$ cat config.mk
export PLATFORM = sky130hd
export DESIGN_NAME = cart_bus_arb
export DESIGN_NICKNAME = d
export VERILOG_FILES = /design/src/rtl/cart_pkg.sv /design/src/rtl/cart_arb_req.sv /design/src/rtl/cart_bus_arb.sv
export SDC_FILE = /design/constraint.sdc
export NUM_CORES = 1
export LEC_CHECK = 0
export ABC_AREA = 0
export ABC_CLOCK_PERIOD_IN_PS = 5200
export CORE_MARGIN = 4
export CORE_UTILIZATION = 40
export CTS_CLUSTER_DIAMETER = 120
export DETAILED_ROUTE_END_ITERATION = 10
export GPL_TIMING_DRIVEN = 1
export PLACE_DENSITY_LB_ADDON = 0.15
export SYNTH_ARGS = -nofsm -noshare
export SYNTH_HDL_FRONTEND = slang
export SYNTH_SLANG_ARGS = --single-unit
$ cat constraint.sdc
create_clock -name clk -period 5.2 [get_ports clk]
set_input_delay 1.56 -clock clk [delete_from_list [all_inputs] [get_ports clk]]
set_output_delay 1.56 -clock clk [all_outputs]
set_load 0.05 [all_outputs]
$ cat src/rtl/cart_pkg.sv
// Shared types and constants for the cartridge bus arbiter.
package cart_pkg;

  typedef enum logic [1:0] {IDLE, ISSUE, WACK, WDONE} state_t;
  typedef enum logic {OP_RD, OP_WR} op_t;

  localparam int         WACK_TIMEOUT  = 4;
  localparam logic [7:0] CART_OPEN_BUS = 8'hFF;

endpackage

$ cat src/rtl/cart_arb_req.sv
// Per-master request latch: captures one rd/wr strobe and holds it pending
// until the arbiter issues it.
module cart_arb_req
  import cart_pkg::*;
#(
  parameter int AW = 16,
  parameter int DW = 8
) (
  input  logic          clk,
  input  logic          rst,
  input  logic [AW-1:0] addr,
  input  logic [DW-1:0] wdata,
  input  logic          rd,
  input  logic          wr,
  input  logic          busy,
  input  logic          clr,
  output logic          pend,
  output logic [AW-1:0] lat_addr,
  output logic [DW-1:0] lat_wdata,
  output op_t           lat_op
);

  // clr only targets the granted master, whose busy is high, so it never
  // coincides with a capture.
  always_ff @(posedge clk or posedge rst) begin
    if (rst) begin
      pend      <= 1'b0;
      lat_addr  <= '0;
      lat_wdata <= '0;
      lat_op    <= OP_RD;
    end else if ((rd | wr) && !busy) begin
      pend      <= 1'b1;
      lat_addr  <= addr;
      lat_wdata <= wdata;
      lat_op    <= wr ? OP_WR : OP_RD;
    end else if (clr) begin
      pend      <= 1'b0;
    end
  end

endmodule

$ cat src/rtl/cart_bus_arb.sv
// Two-master arbiter in front of cart_iface: DMG core (m0) and spicart (m1).
// Define CART_ARB_RR_EN for round-robin on ties; default is fixed m0 > m1.
module cart_bus_arb
  import cart_pkg::*;
#(
  parameter int AW = 16,
  parameter int DW = 8
) (
  input  logic          clk,
  input  logic          rst,
  input  logic [AW-1:0] m0_addr,
  input  logic [DW-1:0] m0_wdata,
  input  logic          m0_rd,
  input  logic          m0_wr,
  output logic [DW-1:0] m0_rdata,
  output logic          m0_busy,
  input  logic [AW-1:0] m1_addr,
  input  logic [DW-1:0] m1_wdata,
  input  logic          m1_rd,
  input  logic          m1_wr,
  output logic [DW-1:0] m1_rdata,
  output logic          m1_busy,
  output logic [AW-1:0] cif_addr,
  output logic [DW-1:0] cif_din,
  input  logic [DW-1:0] cif_dout,
  output logic          cif_rd,
  output logic          cif_wr,
  input  logic          cif_busy
);

  logic          pend0, pend1;
  logic [AW-1:0] addr0, addr1;
  logic [DW-1:0] wdata0, wdata1;
  op_t           op0, op1, op_g, op_sel;
  state_t        state, state_nxt;
  logic          grant, sel, active;
  logic          issue_go, done_ok, done_tmo;
  logic          clr0, clr1;
  logic [2:0]    tmo_cnt;
  logic [DW-1:0] rdata_ret;

  assign active  = (state != IDLE);
  assign m0_busy = pend0 | (active & ~grant);
  assign m1_busy = pend1 | (active &  grant);
  assign clr0    = (state == ISSUE) & ~grant;
  assign clr1    = (state == ISSUE) &  grant;
  assign op_g    = grant ? op1 : op0;
  assign op_sel  = sel ? op1 : op0;

  cart_arb_req #(.AW(AW), .DW(DW)) u_req0 (
    .clk, .rst, .addr(m0_addr), .wdata(m0_wdata), .rd(m0_rd), .wr(m0_wr),
    .busy(m0_busy), .clr(clr0), .pend(pend0), .lat_addr(addr0),
    .lat_wdata(wdata0), .lat_op(op0)
  );

  cart_arb_req #(.AW(AW), .DW(DW)) u_req1 (
    .clk, .rst, .addr(m1_addr), .wdata(m1_wdata), .rd(m1_rd), .wr(m1_wr),
    .busy(m1_busy), .clr(clr1), .pend(pend1), .lat_addr(addr1),
    .lat_wdata(wdata1), .lat_op(op1)
  );

`ifdef CART_ARB_RR_EN
  // last remembers the winner of the most recent tie; reset favours m0.
  logic last;
  always_ff @(posedge clk or posedge rst) begin
    if (rst)                           last <= 1'b1;
    else if (issue_go && pend0 && pend1) last <= sel;
  end
  assign sel = (pend0 & pend1) ? ~last : ~pend0;
`else
  assign sel = ~pend0;
`endif

  always_ff @(posedge clk or posedge rst) begin
    if (rst) state <= IDLE;
    else     state <= state_nxt;
  end

  always_comb begin
    state_nxt = state;
    issue_go  = 1'b0;
    done_ok   = 1'b0;
    done_tmo  = 1'b0;
    case (state)
      IDLE:
        if ((pend0 | pend1) && !cif_busy) begin
          state_nxt = ISSUE;
          issue_go  = 1'b1;
        end
      ISSUE: state_nxt = WACK;
      WACK:
        if (cif_busy) begin
          state_nxt = WDONE;
        end else if (tmo_cnt == 3'(WACK_TIMEOUT - 1)) begin
          state_nxt = IDLE;
          done_tmo  = 1'b1;
        end
      WDONE:
        if (!cif_busy) begin
          state_nxt = IDLE;
          done_ok   = 1'b1;
        end
      default: state_nxt = IDLE;
    endcase
  end

  // A cartridge that never answers reads as open bus.
  assign rdata_ret = done_ok ? cif_dout : DW'(CART_OPEN_BUS);

  always_ff @(posedge clk or posedge rst) begin
    if (rst) begin
      grant    <= 1'b0;
      cif_addr <= '0;
      cif_din  <= '0;
      cif_rd   <= 1'b0;
      cif_wr   <= 1'b0;
      tmo_cnt  <= '0;
      m0_rdata <= '0;
      m1_rdata <= '0;
    end else begin
      cif_rd  <= 1'b0;
      cif_wr  <= 1'b0;
      tmo_cnt <= (state == WACK) ? tmo_cnt + 3'd1 : 3'd0;
      if (issue_go) begin
        grant    <= sel;
        cif_addr <= sel ? addr1 : addr0;
        cif_din  <= sel ? wdata1 : wdata0;
        cif_rd   <= (op_sel == OP_RD);
        cif_wr   <= (op_sel == OP_WR);
      end
      if ((done_ok | done_tmo) && op_g == OP_RD) begin
        if (grant) m1_rdata <= rdata_ret;
        else       m0_rdata <= rdata_ret;
      end
    end
  end

endmodule

==> After elaboration in Yosys (flattened, before gate mapping) <==
Index checks and enable logic that the tools add are counted.
{ "word_totals": {"regBits": 100, "in_bits": 63, "output_inout_bits": 44, "elab_cells": 79} }
{ "op_classes": {"add_sub_neg": 1, "n_eq_ne": 7, "muxes": 26, "bitwise_logic": 14, "n_reduce_logical": 14} }
{ "ops": {"columns": ["op", "count"], "rows": [
  ["$mux W1", 17],
  ["$mux W16", 1],
  ["$mux W8", 2],
  ["$mux W2", 4],
  ["$pmux W2 S4", 1],
  ["$or A1 B1 Y1", 6],
  ["$reduce_bool A2 Y1", 3],
  ["$and A1 B1 Y1", 4],
  ["$eq A2 B2 Y1 const B", 2],
  ["$logic_and A1 B1 Y1", 4],
  ["$ne A2 B2 Y1 const B", 2],
  ["$not A1 Y1", 4],
  ["$reduce_and A2 Y1", 2],
  ["$add A3 B1 Y3 const B", 1],
  ["$eq A3 B2 Y1 const B", 1],
  ["$logic_not A1 Y1", 3],
  ["$mux W3", 1],
  ["$ne A3 B3 Y1 const B", 1],
  ["$reduce_and A3 Y1", 1],
  ["$eq A2 B1 Y1 const B", 1],
  ["$logic_not A2 Y1", 1]
]} }

==> Logic depth before layout (Yosys ltp) <==
Gate-level depths: netlist of the first run.
{ "depth": {"ltp_word": 7, "depth_mapped": 6, "depth_no_buf": 5} }

==> By module <==
Synthesis of the first run repeated with hierarchy kept, for this count alone.
{ "hier_totals": {"cells_unflattened": 273, "hier_area_um2": 4376.7} }
{ "modules_own_cells": {"columns": ["module", "n_inst", "cells_per_inst", "area_per_inst_um2"], "rows": [
  ["cart_bus_arb", 1, 155, 2244.7],
  ["cart_arb_req", 2, 59, 1066.0]
]} }

==> Least setup slack after synthesis of the first run <==
Ideal clock, no wire load.
{ "synth_timing": {"kind": "register to output", "start": "register u_req0.pend", "end": "output m0_busy", "arrival_ns": 1.206, "required_ns": 3.640, "path_slack_ns": 2.434, "path_stages_with_launch": 4, "cell_sequence": "dfrtp_1 buf_2 buf_2 or2_2"} }
{ "synth_between": {"elab_chain_cells": 1} }
{ "synth_lines": {"columns": ["item", "line", "source"], "rows": [
  ["from (decl)", "cart_arb_req.sv:17", "output logic pend,"],
  ["from (signal assigned)", "cart_arb_req.sv:27", "pend <= 1'b0;"],
  ["from (signal assigned)", "cart_arb_req.sv:32", "pend <= 1'b1;"],
  ["from (signal assigned)", "cart_arb_req.sv:37", "pend <= 1'b0;"],
  ["$or A1 B1 Y1", "cart_bus_arb.sv:43", "assign m0_busy = pend0 | (active & ~grant);"],
  ["to (decl)", "cart_bus_arb.sv:16", "output logic m0_busy,"]
]} }
Every way passes these cells.

==> Worst setup path after layout of the first run <==
{ "layout_timing": {"start": "register state[1]", "end": "output m0_busy"} }
{ "layout_between": {"elab_chain_cells": 3} }
{ "layout_lines": {"columns": ["item", "line", "source"], "rows": [
  ["from (decl)", "cart_bus_arb.sv:35", "state_t state, state_nxt;"],
  ["from (signal assigned)", "cart_bus_arb.sv:76", "else state <= state_nxt;"],
  ["$reduce_bool A2 Y1", "cart_bus_arb.sv:42", "assign active = (state != IDLE);"],
  ["$and A1 B1 Y1", "cart_bus_arb.sv:43", null],
  ["$or A1 B1 Y1", "cart_bus_arb.sv:43", null]
]} }
Every way passes these cells.

==> results.py, run 1 <==
metrics = {
    "timing": {
        "max_slew_margin_pct": 38.5,
        "drv_slew": 0,
        "fin_crit_ns": 3.76,
        "setup_viol": 0,
        "setup_tns_ns": 0,
        "rsz0062_at_grt": "no",
        "final-hold-violation-count": 0,
        "post-route-period-util_pct": 72.3,
        "fmax_ghz": 0.266,
        "finalClockSkew_ns": 0.00741,
        "worstMarginPinSlew_ns": 0.916,
        "fin_ws_ns": 1.44,
    },
    "clocking": {
        "cts_resized": 0,
        "cts_tree": "done",
        "insertion_delay_ns": 0.36,
        "clockBufferDepth": 2,
        "cts_sinks": 100,
        "cts.hold.buffers_added": 0,
        "cts.clk_slew.worst_paths_ns": 0.09,
        "h-tree-depth": 3,
        "cts_root_buf": "clkbuf_8",
        "postCtsSetupBuffers": 0,
        "cts_buffers": 9,
    },
    "placed_design": {
        "placed_cells": 512,
        "dp_hpwl_mm": 5.92,
        "place.gp.congestion": 0.698,
        "place_ws_ns": 1.52,
        "port_buffers": 106,
    },
    "drt": {
        "wl_mm": 8.83,
        "ant_nets": 0,
        "drt_iter0_drc": 48,
        "first_pass_iters": 4,
        "wire_per_inst_um": 16.7,
        "avgViaCountPerCell": 4.78,
        "drc_errors": 0,
        "vias": 2525,
    },
    "logic_synthesis": {
        "ys_ff_latch": 100,
        "synth_mux_area_share_pct": 31.6,
        "synth_cell_type_count": 29,
        "synthXorXnorAreaFrac_pct": 0,
        "synthAdderAreaFrac_pct": 0.577,
        "synth_nets": 341,
        "synth-simple-area-share_pct": 5.66,
        "synth_top_family_by_area": "multiplexers",
        "synthesis.instances": 276,
        "netlist_area_um2": 4330,
        "seq_area_frac_synth_pct": 57.7,
        "synth_compound_area_share_pct": 1.56,
        "avgSynthCellArea_um2": 15.7,
        "synth_warnings": 0,
    },
    "global_route": {
        "grt_max_degree": 75,
        "grt_pass1_vias": 2781,
        "gr-total-overflow": 0,
        "track_usage_pct": 14.4,
        "grt_pass1_wl_mm": 14.3,
        "antenna_found_initial": 0,
    },
    "power_and_ir_drop": {
        "internal_power_w": 0.00237,
        "powerDensity_nw_per_um2": 681,
        "clkPwrFrac_pct": 13.0,
        "p_sw_w": 0.00153,
        "leakagePower_nw": 2.40,
        "combPwrFrac_pct": 51.0,
        "switching_share_pct": 39.3,
        "irDropWorstVdd_mv": 0.296,
        "seqPwrFrac_pct": 36.0,
        "p_total_w": 0.00389,
    },
    "final_layout": {
        "finalCoreUtilization_pct": 54.9,
        "final_cell_mix": "clkdlybuf4s50_1, dfrtp_1, mux2_2",
        "areaGrowthSynthToFinish_pct": 32.0,
        "nNetsFinal": 452,
        "layout_commonest_cell": "clkdlybuf4s50_1",
        "final_cells": 528,
        "drive_gt1_share_pct": 38.3,
        "diodes": 0,
        "num-fill-cells": 881,
    },
    "floorplanning": {
        "std_cell_rows": 37,
        "die-width_um": 112,
        "coreArea_um2": 10400,
        "die_height_um": 112,
        "initial_core_util_pct": 41.6,
        "ios": 107,
        "dieArea_um2": 12600,
    },
    "critical_path": {
        "crit_required_ns": 3.64,
        "crit_fanout": 9,
        "startpoint_type": "flop",
        "end_kind": "output pin",
        "worstPathArrival_ns": 2.20,
        "timing.setup.critical_path_class": "reg -> out",
    },
    "worst_hold_path": {
        "hold_class": "reg -> reg",
    },
    "flow_run": {
        "drv_cap": 0,
    },
    "run_status": {
        "status": "finished, final reports clean",
    },
}
-- final cells by class --
type	instances	area [µm²]	area share, %
clock buffer	11	151	2.65
clock inverter	5	50.0	0.875
inverter	6	25.0	0.438
multi-input combinational	159	1710	29.9
sequential	100	2500	43.8
tap	136	170	2.98
timing repair buffer	111	1110	19.4
-- kinds of logic after synthesis --
family,count (synthesis)
multiplexers,114
AO/OA/AOI/OAI,11
AND/OR/NAND/NOR,32
adder cells (fa/ha/maj),2
buffers and inverters,17
flip-flops,100
-- metal layers --
metal | vias up | track usage, % | part of all wire [%]
met4 | 0 | 4.33 | 1.4
met5 | - | 0 | 0
met1 | 1262 | 19.0 | 45
li1 | 1188 | - | -
met3 | 12 | 5.01 | 6.2
met2 | 63 | 22.6 | 47
-- power groups by stage --
stage,registers [W],clock network (W),logic (W)
after CTS,0.00141,0.000523,0.00202
after global placement,0.00141,0,0.00198
after global routing,0.00145,0.000556,0.00211
final,0.00140,0.000506,0.00199
after detailed placement,0.00141,0,0.00202
after floorplan,0.00190,0,0.000953
-- synthesized netlist by cell type --
cell      number  area (µm²)
mux2_2        86         968
or4_1          1        7.51
buf_8          1        15.0
buf_2          2        10.0
ha_1           2        25.0
mux2i_1        2        20.0
dfrtp_1      100        2500
nand3b_1       1        7.51
and2_1         1        6.26
inv_1          6        22.5
nor4_4         2        42.5
o21a_1         1        7.51
nor3_4         2        32.5
nor2_2         1        6.26
buf_4          2        15.0
nand2_1        1        3.75
clkbuf_1       1        3.75
mux2_4        24         360
nor2b_1        1        6.26
or2_2         11        68.8
mux2_1         2        22.5
or2b_1         2        15.0
nor2_1         6        22.5
nand2b_1       2        12.5
nand2b_4       1        13.8
o21ba_2        1        10.0
buf_6          5        56.3
a21o_1         2        15.0
o21ai_0        7        35.0
-- stage by stage --
stage,hold slack (ns),cell area [µm²]
floorplan,0.410,4330
global placement,0.421,5520
detailed placement,0.433,5520
CTS,0.445,5720
global route,0.464,5720
finish,0.444,5720
-- worst max-delay path: stages (launching register included) --
cell and delay [ns]:
dfrtp_1 0.52, o21ba_2 0.30, or2_2 0.31, clkdlybuf4s50_1 0.71
-- flip-flops by register name (all words and copies together), names as in the netlist --
register / flops
cif_addr: 16
cif_din: 8
cif_rd: 1
cif_wr: 1
grant: 1
m0_rdata: 8
m1_rdata: 8
state: 2
tmo_cnt: 3
u_req0.lat_addr: 16
u_req0.lat_op: 1
u_req0.lat_wdata: 8
u_req0.pend: 1
u_req1.lat_addr: 16
u_req1.lat_op: 1
u_req1.lat_wdata: 8
u_req1.pend: 1
-- final timing paths --
path                              from            to  slack [ns]  depth (start not counted)
setup / recovery              state[1]       m0_busy        1.44                          3
hold / removal              tmo_cnt[0]    tmo_cnt[0]        0.44                          1
setup reg to reg           u_req0.pend   cif_addr[9]        2.83                          5
hold reg to reg             tmo_cnt[0]    tmo_cnt[0]        0.44                          1
max in group asynchronous          rst  cif_addr[15]        2.55                          3
min in group asynchronous          rst   m1_rdata[1]        1.75                          2
No activity file was read; power rests on OpenSTA's default activity.
==> run 2, diff against run 1 <==
--- a/config.mk
+++ b/config.mk
@@ -6,7 +6,7 @@
 export NUM_CORES = 1
 export LEC_CHECK = 0
 export ABC_AREA = 0
-export ABC_CLOCK_PERIOD_IN_PS = 5200
+export ABC_CLOCK_PERIOD_IN_PS = 3450
 export CORE_MARGIN = 4
 export CORE_UTILIZATION = 40
 export CTS_CLUSTER_DIAMETER = 120
==> constraint.sdc (replaced) <==
create_clock -name clk -period 3.45 [get_ports clk]
set_input_delay 1.035 -clock clk [delete_from_list [all_inputs] [get_ports clk]]
set_output_delay 1.035 -clock clk [all_outputs]
set_load 0.05 [all_outputs]
==> results.py, run 2 (same netlist as run 1, synthesis figures left out) <==
metrics = {
    "run_status": {
        "status": "finished, final reports clean",
    },
    "flow_run": {
        "drv_cap": 0,
    },
    "power_and_ir_drop": {
        "clkPwrFrac_pct": 11.8,
        "powerDensity_nw_per_um2": 1010,
        "p_sw_w": 0.00231,
        "irDropWorstVdd_mv": 0.522,
        "internal_power_w": 0.00350,
        "seqPwrFrac_pct": 36.0,
        "switching_share_pct": 39.8,
        "leakagePower_nw": 2.38,
        "combPwrFrac_pct": 52.2,
    },
    "drt": {
        "drc_errors": 0,
        "avgViaCountPerCell": 4.85,
        "vias": 2564,
        "drt_iter0_drc": 60,
        "first_pass_iters": 4,
        "wire_per_inst_um": 16.5,
        "wl_mm": 8.72,
        "ant_nets": 0,
    },
    "worst_hold_path": {
        "whs_path_depth": 1,
        "hold_class": "reg -> reg",
    },
    "timing": {
        "fmax_ghz": 0.312,
        "max_slew_margin_pct": 59.0,
        "drv_slew": 0,
        "worstMarginPinSlew_ns": 0.610,
        "post-route-period-util_pct": 92.9,
        "rsz0062_at_grt": "no",
        "setup_viol": 0,
        "fin_crit_ns": 3.21,
        "setup_tns_ns": 0,
        "finalClockSkew_ns": 0.00904,
        "final-hold-violation-count": 0,
    },
    "clocking": {
        "cts_resized": 0,
        "cts_sinks": 100,
        "cts_tree": "done",
        "clockBufferDepth": 2,
        "insertion_delay_ns": 0.35,
        "cts.hold.buffers_added": 0,
        "postCtsSetupBuffers": 0,
        "cts_root_buf": "clkbuf_8",
        "cts_buffers": 9,
        "h-tree-depth": 3,
        "cts.clk_slew.worst_paths_ns": 0.09,
    },
    "placed_design": {
        "placed_cell_area_um2": 5550,
        "place.gp.congestion": 0.744,
        "dp_hpwl_mm": 5.79,
        "port_buffers": 106,
    },
    "final_layout": {
        "areaGrowthSynthToFinish_pct": 32.1,
        "regArea_um2": 2500,
        "layout_commonest_cell": "clkdlybuf4s50_1",
        "top_regs": "cif_addr (16), u_req0.lat_addr (16), u_req1.lat_addr (16)",
        "fin_area_um2": 5730,
        "num-fill-cells": 919,
        "nNetsFinal": 453,
        "multi_input_area_um2": 1710,
        "final_cell_mix": "clkdlybuf4s50_1, dfrtp_1, mux2_2",
        "diodes": 0,
        "drive_gt1_share_pct": 38.4,
    },
    "critical_path": {
        "worstPathArrival_ns": 2.17,
        "crit_required_ns": 2.41,
        "end_kind": "output pin",
        "crit_fanout": 9,
        "rr_worst_depth": 5,
        "timing.setup.critical_path_class": "reg -> out",
        "startpoint_type": "flop",
    },
    "floorplanning": {
        "ios": 107,
        "initial_core_util_pct": 41.6,
        "dieArea_um2": 12600,
        "die-width_um": 112,
        "std_cell_rows": 37,
        "coreArea_um2": 10400,
        "die_height_um": 112,
    },
    "global_route": {
        "antenna_found_initial": 0,
        "track_usage_pct": 14.6,
        "grt_max_degree": 101,
        "gr-total-overflow": 0,
        "grt_pass1_wl_mm": 14.7,
        "grt_pass1_vias": 2817,
    },
}
[run 2: cell count changes in the layout (fill, tap and decap cells not counted)]
cell	before	now
buf_12	1	3
bufinv_16	1	0
clkbuf_1	0	1
clkbuf_8	11	10
clkdlybuf4s50_1	106	105
clkinv_2	4	1
clkinvlp_4	0	4
inv_4	1	0
inv_6	0	1
[run 2: area by class of cell]
type | count | area share, %
Tap cell | 136 | 2.97
Clock inverter | 5 | 0.634
Clock buffer | 11 | 2.47
Timing Repair Buffer | 112 | 19.9
Multi-Input combinational cell | 159 | 29.8
Inverter | 6 | 0.459
Sequential cell | 100 | 43.7
[run 2: critical path, stage by stage (launching register included)]
cell,delay [ns]
dfrtp_1,0.51
o21a_1,0.29
or2_2,0.30
clkdlybuf4s50_1,0.72
[run 2: worst paths after layout]
check                                start  slack, ns                   to
worst max-delay path              state[1]       0.24              m1_busy
worst min register to register  tmo_cnt[0]       0.44           tmo_cnt[0]
max in group asynchronous              rst       1.88  u_req1.lat_addr[12]
worst min-delay path            tmo_cnt[0]       0.44           tmo_cnt[0]
worst max register to register  tmo_cnt[0]       1.56          m0_rdata[2]
min in group asynchronous              rst       1.18          m1_rdata[6]
[run 2: per-stage QoR]
step | util (%) | power, W | instances | setup slack, ns | hold WS (ns)
2_1_floorplan | - | 0.00430 | 276 | 1.21 | 0.410
5_1_grt | 55.0 | 0.00616 | 529 | 0.160 | 0.478
6_report | 55.0 | 0.00581 | 529 | 0.244 | 0.445
3_5_place_dp | 53.3 | 0.00519 | 513 | 0.444 | 0.437
4_1_cts | 55.0 | 0.00590 | 529 | 0.213 | 0.450
3_3_place_gp | 53.3 | 0.00513 | 513 | 0.482 | 0.420
[run 2: power by group through the flow]
stage / Sequential, W / Combinational, W / Clock [W]
after floorplan: 0.00287 / 0.00144 / 0
after global placement: 0.00210 / 0.00303 / 0
after detailed placement: 0.00212 / 0.00307 / 0
after CTS: 0.00210 / 0.00308 / 0.000718
after global routing: 0.00218 / 0.00322 / 0.000763
final: 0.00209 / 0.00303 / 0.000686
[run 2: layer usage]
metal  global-route usage (%)  up-vias  wire (µm)
met5                        0        -          0
met4                     3.13        0         92
met3                     5.50        7        573
met2                     23.9       67       4220
met1                     18.7     1300       3830
li1                         -     1190          -
==> run 3, diff against run 2 <==
--- a/config.mk
+++ b/config.mk
@@ -6,12 +6,12 @@
 export NUM_CORES = 1
 export LEC_CHECK = 0
 export ABC_AREA = 0
-export ABC_CLOCK_PERIOD_IN_PS = 3450
 export CORE_MARGIN = 4
 export CORE_UTILIZATION = 40
 export CTS_CLUSTER_DIAMETER = 120
 export DETAILED_ROUTE_END_ITERATION = 10
 export GPL_TIMING_DRIVEN = 1
+export MAX_ROUTING_LAYER = met4
 export PLACE_DENSITY_LB_ADDON = 0.15
 export SYNTH_ARGS = -nofsm -noshare
 export SYNTH_HDL_FRONTEND = slang
==> results.py, run 3 (same netlist as run 1, synthesis figures left out) <==
metrics = {
    "drt": {
        "ant_nets": 0,
        "vias": 2570,
        "wl_mm": 8.71,
        "first_pass_iters": 4,
        "wire_per_inst_um": 16.5,
        "avgViaCountPerCell": 4.86,
        "drc_errors": 0,
        "drt_iter0_drc": 68,
    },
    "global_route": {
        "grt_pass1_vias": 2820,
        "gr-total-overflow": 0,
        "grt_max_degree": 101,
        "track_usage_pct": 15.1,
        "antenna_found_initial": 0,
        "grt_pass1_wl_mm": 14.7,
    },
    "power_and_ir_drop": {
        "leakagePower_nw": 2.38,
        "powerDensity_nw_per_um2": 1010,
        "p_total_w": 0.00581,
        "irDropWorstVdd_mv": 0.523,
    },
    "critical_path": {
        "rr_worst_depth": 3,
        "end_kind": "output pin",
        "rr_endpoint": "m0_rdata[2]",
        "worstPathArrival_ns": 2.17,
        "crit_fanout": 9,
        "startpoint_type": "flop",
        "crit_required_ns": 2.41,
        "endpoint": "m1_busy",
        "timing.setup.critical_path_class": "reg -> out",
        "r2r_start": "state[1]",
        "startpoint": "state[1]",
        "ff2ff_setup_slack_ns": 1.56,
    },
    "placed_design": {
        "dp_hpwl_mm": 5.79,
        "placed_cells": 513,
        "place.gp.congestion": 0.753,
        "port_buffers": 106,
    },
    "clocking": {
        "cts.hold.buffers_added": 0,
        "cts_resized": 0,
        "clockBufferDepth": 2,
        "cts_sinks": 100,
        "postCtsSetupBuffers": 0,
        "cts_tree": "done",
        "cts_buffers": 9,
        "h-tree-depth": 3,
        "cts.clk_slew.worst_paths_ns": 0.09,
        "cts_root_buf": "clkbuf_8",
        "insertion_delay_ns": 0.35,
    },
    "timing": {
        "fmax_ghz": 0.312,
        "post-route-period-util_pct": 93.0,
        "setup_tns_ns": 0,
        "worstMarginPinSlew_ns": 0.610,
        "finalClockSkew_ns": 0.00906,
        "drv_slew": 0,
        "max_slew_margin_pct": 59.0,
        "setup_viol": 0,
        "fin_crit_ns": 3.21,
        "final-hold-violation-count": 0,
        "rsz0062_at_grt": "no",
    },
    "final_layout": {
        "areaGrowthSynthToFinish_pct": 32.1,
        "num-fill-cells": 919,
        "final_cell_mix": "clkdlybuf4s50_1, dfrtp_1, mux2_2",
        "diodes": 0,
        "drive_gt1_share_pct": 38.4,
        "final_cells": 529,
        "layout_commonest_cell": "clkdlybuf4s50_1",
        "top_regs": "cif_addr (16), u_req0.lat_addr (16), u_req1.lat_addr (16)",
        "nNetsFinal": 453,
    },
    "run_status": {
        "status": "finished, final reports clean",
    },
    "flow_run": {
        "drv_cap": 0,
    },
    "floorplanning": {
        "std_cell_rows": 37,
        "die_height_um": 112,
        "coreArea_um2": 10400,
        "ios": 107,
        "dieArea_um2": 12600,
        "initial_core_util_pct": 41.6,
        "die-width_um": 112,
    },
    "worst_hold_path": {
        "hold_class": "reg -> reg",
    },
}
## run 3: cell counts in the layout (fill, tap and decap cells not counted)
No cell type changed its count.
## run 3: area by class of cell
cell class / count / area, µm² / area share, %
flip-flops and latches: 100 / 2500 / 43.7
multi-input cells: 159 / 1710 / 29.8
repair buffers: 112 / 1140 / 19.9
well taps: 136 / 170 / 2.97
clock buffers: 11 / 141 / 2.47
clock inverters: 5 / 36.3 / 0.634
inverters: 6 / 26.3 / 0.459
## run 3: per-layer routing
metal | up-vias | wire length (µm) | track usage [%] | part of all wire [%]
met3 | 7 | 496 | 4.74 | 5.7
li1 | 1191 | - | - | -
met4 | 0 | 89 | 3.13 | 1.0
met2 | 69 | 4230 | 23.9 | 49
met5 | - | 0 | - | 0
met1 | 1303 | 3890 | 19.2 | 45
## run 3: where the power goes
group	total, W	internal, W	switching (W)
Combinational	0.00303	0.00146	0.00157
Sequential	0.00209	0.00176	0.000333
Clock	0.000687	0.000284	0.000403
Total	0.00581	0.00350	0.00231
## run 3: critical path, cell delays in order (launching register included)
cell             delay [ns]
dfrtp_1                0.52
o21a_1                 0.29
or2_2                  0.30
clkdlybuf4s50_1        0.72
## run 3: worst min-delay path by stage
| stage | from | end | slack [ns] | cells after the start |
|---|---|---|---|---|
| after global routing | tmo_cnt[0] | tmo_cnt[0] | 0.48 | 1 |
| after global placement | tmo_cnt[0] | tmo_cnt[0] | 0.42 | 1 |
| after floorplan | tmo_cnt[0] | tmo_cnt[0] | 0.41 | 1 |
| after CTS | tmo_cnt[0] | tmo_cnt[0] | 0.45 | 1 |
| after detailed placement | tmo_cnt[0] | tmo_cnt[0] | 0.44 | 1 |
| final | tmo_cnt[0] | tmo_cnt[0] | 0.44 | 1 |
## run 3: through the flow
stage	util, %	setup slack [ns]	area [µm²]	hold slack (ns)
finish	55.0	0.241	5730	0.445
global route	55.0	0.160	5730	0.478
CTS	55.0	0.213	5730	0.450
detailed placement	53.3	0.444	5550	0.437
global placement	53.3	0.482	5550	0.420
floorplan	-	1.21	4340	0.410
